## config.mk

```make
export PLATFORM = sky130hd
export DESIGN_NAME = reg_file_mp
export DESIGN_NICKNAME = d
export VERILOG_FILES = /design/src/rtl/reg_file_mp.sv
export SDC_FILE = /design/constraint.sdc
export NUM_CORES = 2
export LEC_CHECK = 0
export CAP_MARGIN = 20
export CORE_MARGIN = 1
export CORE_UTILIZATION = 57
export DETAILED_ROUTE_END_ITERATION = 8
export DONT_BUFFER_PORTS = 1
export GPL_ROUTABILITY_DRIVEN = 0
export PLACE_DENSITY_LB_ADDON = 0.1
export SYNTH_ARGS = -nofsm -noshare
export SYNTH_HDL_FRONTEND = slang
export SYNTH_SLANG_ARGS = --single-unit
```

## constraint.sdc

```tcl
create_clock -name clk -period 43.6 [get_ports clk]
set_input_delay 4.36 -clock clk [delete_from_list [all_inputs] [get_ports clk]]
set_output_delay 4.36 -clock clk [all_outputs]
set_load 0.02 [all_outputs]
```

## src/rtl/reg_file_mp.sv

```systemverilog
// -----------------------------------------------------------------------------
// reg_file_mp
//
// Parametrised multi-read-port register file for the Ripple-32 core. It sits
// between decode/issue (reads, producer allocation) and writeback (writes).
//
// Features:
//   - XLEN-bit wide, DEPTH-entry register array, NUM_RD independent
//     combinational read ports.
//   - Optional same-cycle write-to-read bypass (BYPASS).
//   - Optional hardwired zero register at address 0 (ZERO_REG).
//   - Per-register busy scoreboard: alloc marks a register as having an
//     outstanding producer, a write retires it, flush clears everything.
//
// Ports:
//   clk         core clock, all state changes on the rising edge
//   rst         asynchronous active-high reset (clears data and busy bits)
//   rd_addr     NUM_RD packed read addresses, port i at [i*ADDR_W +: ADDR_W]
//   rd_data     NUM_RD packed read data, port i at [i*XLEN +: XLEN]
//   rd_busy     per-port busy flag of the register being read
//   we          write enable
//   waddr       write address
//   wdata       write data
//   alloc_en    mark alloc_addr busy (new producer issued)
//   alloc_addr  register being allocated
//   flush       clear every busy bit
// -----------------------------------------------------------------------------
module reg_file_mp #(
    parameter int XLEN     = 32,
    parameter int DEPTH    = 32,
    parameter int ADDR_W   = $clog2(DEPTH),
    parameter int NUM_RD   = 2,
    parameter int BYPASS   = 1,
    parameter int ZERO_REG = 1
) (
    input  logic                     clk,
    input  logic                     rst,
    input  logic [NUM_RD*ADDR_W-1:0] rd_addr,
    output logic [NUM_RD*XLEN-1:0]   rd_data,
    output logic [NUM_RD-1:0]        rd_busy,
    input  logic                     we,
    input  logic [ADDR_W-1:0]        waddr,
    input  logic [XLEN-1:0]          wdata,
    input  logic                     alloc_en,
    input  logic [ADDR_W-1:0]        alloc_addr,
    input  logic                     flush
);

    localparam bit HAS_ZERO   = (ZERO_REG != 0);
    localparam bit HAS_BYPASS = (BYPASS != 0);

    // Register storage and scoreboard. Reads are asynchronous and the array
    // is cleared by reset, so this maps to distributed logic, not block RAM.
    logic [XLEN-1:0]  regs_q [DEPTH];
    logic [XLEN-1:0]  regs_d [DEPTH];
    logic [DEPTH-1:0] busy_q;
    logic [DEPTH-1:0] busy_d;

    // One-hot decodes of the write and alloc addresses.
    logic [DEPTH-1:0] wr_hit;
    logic [DEPTH-1:0] alloc_hit;

    // A write or alloc aimed at the hardwired zero register is dropped here,
    // so neither the data array nor the scoreboard ever sees it.
    logic wr_valid;
    logic alloc_valid;

    always_comb begin
        wr_valid    = we       && !(HAS_ZERO && (waddr == '0));
        alloc_valid = alloc_en && !(HAS_ZERO && (alloc_addr == '0));
    end

    genvar gi;
    generate
        for (gi = 0; gi < DEPTH; gi++) begin : g_dec
            assign wr_hit[gi]    = wr_valid    && (waddr == ADDR_W'(gi));
            assign alloc_hit[gi] = alloc_valid && (alloc_addr == ADDR_W'(gi));
        end
    endgenerate

    // Next-state per register. Busy priority: flush, then alloc, then write.
    // Alloc wins over a same-cycle write because the allocating producer is
    // younger than the one that is retiring.
    always_comb begin
        for (int r = 0; r < DEPTH; r++) begin
            regs_d[r] = wr_hit[r] ? wdata : regs_q[r];
            if (flush) begin
                busy_d[r] = 1'b0;
            end else if (alloc_hit[r]) begin
                busy_d[r] = 1'b1;
            end else if (wr_hit[r]) begin
                busy_d[r] = 1'b0;
            end else begin
                busy_d[r] = busy_q[r];
            end
        end
    end

    // Data writes commit even under flush; flush only touches busy bits.
    always_ff @(posedge clk or posedge rst) begin
        if (rst) begin
            for (int r = 0; r < DEPTH; r++) begin
                regs_q[r] <= '0;
            end
            busy_q <= '0;
        end else begin
            for (int r = 0; r < DEPTH; r++) begin
                regs_q[r] <= regs_d[r];
            end
            busy_q <= busy_d;
        end
    end

    // Read ports: fully independent, combinational.
    generate
        for (gi = 0; gi < NUM_RD; gi++) begin : g_rd
            logic [ADDR_W-1:0] addr;
            logic              is_zero;
            logic              fwd;
            logic [XLEN-1:0]   data;
            logic              busy;

            always_comb begin
                addr    = rd_addr[gi*ADDR_W +: ADDR_W];
                is_zero = HAS_ZERO && (addr == '0);
                // wr_valid already excludes the dropped register-0 write.
                fwd     = HAS_BYPASS && wr_valid && (waddr == addr);
                data    = regs_q[addr];
                busy    = busy_q[addr];
                // A forwarded value is the producer's result, so the
                // consumer no longer has to wait for it.
                if (fwd) begin
                    data = wdata;
                    busy = 1'b0;
                end
                // While reset is held the bypass path must not leak wdata.
                if (is_zero || rst) begin
                    data = '0;
                    busy = 1'b0;
                end
            end

            assign rd_data[gi*XLEN +: XLEN] = data;
            assign rd_busy[gi]              = busy;
        end
    endgenerate

endmodule
```

==> results.toml <==
[status]
status = "complete, no violations"

[floorplanning]
die_height_um = 319
die_w_um = 319
start_util = 0.575
rows = 116
dieArea_sq_um = 102000
io_pins = 123
core_area_sq_um = 99900

[clocking]
cts.path.max_buffers = 3
cts_inserted_buffers = 113
htreeDepth = 3
post_cts_resize_count = 0
clk_latency_ps = 690
cts_setup_buffers = 0
root_buffer = "clkbuf_16"
cts.sinks = 1056
hold_buffers = 0
cts_tree = "built"
clkSlewWorstSetupHoldPaths_ps = 60

[cells_and_area]
fin_util = 0.617
design_area_sq_um = 61600
syn_to_final_growth_pct = 7.27
nets = 3911
mostFrequentLayoutCells = "dfrtp_1 (1056), mux2_2 (846), mux2i_1 (472)"
finalNonFillerCells = 5247
layout.cells.most_common = "dfrtp_1"
fillers = 7508
drive_above_1_share = 0.374

[synth]
ys_types = 51
synth_ff_type = "dfrtp_1"
synth_top_cell_area_share = 0.460
ys_ff_latch = 1056
syn_nets = 4200
synth_edf_count = 0
avgSynthCellArea_sq_um = 13.9
syn_area_sq_um = 57400
seq_area_frac_synth = 0.460
syn_inst = 4143
yosysWarnings = 0
synth_area_leaders = "dfrtp_1 (46%), mux2_2 (17%), mux4_2 (14%)"
netlist.top_cell.by_area = "dfrtp_1"
async_flop_share = 1.00

[global_routing]
grt_max_degree = 392
antenna_found_initial = 2
grt_first_pass_wirelength_um = 263000
track_usage = 0.347
grt_pass1_vias = 39500
grt_overflow = 0

[power]
cellLeakagePower_nw = 27.2
power_density_nw_per_um2 = 45.4
power_mw = 2.79
ir_drop_uv = 37.1

[sta]
worstMarginPinSlew_ps = 1250
finalSetupTns_ps = 0
hold_viol_final = 0
finalSetupViolCount = 0
post-route-period-util = 0.269
max_freq_mhz = 85.2
fin_crit_ps = 11740
clock_skew_ps = 0
rsz0062_at_grt = "false"
fin_ws_ps = 31860
hold_ws_ps = 397
drv_slew = 0
relSlewSlack = 0.168

[critical_path]
arrival_ps = 7380
crit_type = "in -> out"
cp.required_ps = 39240
crit_fanout = 135
start_kind = "input port"
worstSetupEndpointType = "primary output"

[detailed_routing]
vias = 37900
drt_iter0_markers = 3764
ant_nets = 0
routed_via_density = 7.22
totalWireLength_um = 176000
firstDrtPassIters = 8
drc = 0
wl_per_cell_um = 33.5

[place]
portBuffers = 0
dp_cells = 5033
dp_slack_ps = 32060
dpl-instance-area_sq_um = 57600
dp_hpwl_um = 89400

[flow_run]
cap_violations = 0

[min_path]
hold_path_class = "reg -> reg"
area by class of cell:
class	instances	area (sq um)	share of cell area
clock inverter	37	482	0.00782
antenna	2	5.00	0.0000813
tap	1298	1620	0.0264
timing repair buffer	58	515	0.00837
inverter	6	32.5	0.000528
multi-input combinational	2619	29100	0.473
sequential	1056	26400	0.429
clock buffer	171	3370	0.0547
flip-flops by register name, indices dropped and copies added (netlist names):
signal  cells
regs_q   1024
busy_q     32
cells in the mapped netlist, types with 64 or more instances:
cell type  number
buf_2         123
o22ai_1        64
dfrtp_1      1056
a211oi_1       65
clkbuf_1      246
mux2i_1       472
mux2_1        149
a22oi_1        74
mux2_2        846
nor2_1        129
mux4_2        345
path summary, 6_finish.rpt:
kind,start,to,depth (start not counted),slack (ps)
max in group asynchronous,rst,regs_q[99]$_DFFE_PP0P_,6,36880
hold reg to reg,regs_q[1004]$_DFFE_PP0P_,regs_q[1004]$_DFFE_PP0P_,0,400
hold / removal,regs_q[1004]$_DFFE_PP0P_,regs_q[1004]$_DFFE_PP0P_,0,400
setup reg to reg,regs_q[912]$_DFFE_PP0P_,regs_q[912]$_DFFE_PP0P_,1,42760
setup / recovery,rd_addr[2],rd_data[14],6,31860
min in group asynchronous,rst,regs_q[699]$_DFFE_PP0P_,1,3600
routing by layer:
layer / share of wire / vias to the layer above / global-route usage
met5: 0 / - / 0
met4: 0.043 / 0 / 0.146
met3: 0.081 / 452 / 0.0666
met2: 0.47 / 1785 / 0.539
met1: 0.41 / 20300 / 0.481
li1: - / 15300 / -
critical path, cell delays in order:
cell and delay (ps):
or3_4 640, buf_4 650, nor3_2 200, nor3_4 200
buf_4 630, a32o_1 490
cells by family after synthesis:
kind of cell,after synthesis,synth area share
buf+inv,468,0.0366
compound gates,494,0.0628
flops,1056,0.460
simple gates,303,0.0257
mux,1812,0.413
xor+xnor,10,0.00153
power by group:
part	internal [mW]	switching [mW]	leakage [nW]
sequential	1.16	0.137	13.6
combinational	0.304	0.191	11.8
clock	0.589	0.409	1.91
No activity file was read; power rests on OpenSTA's default activity.
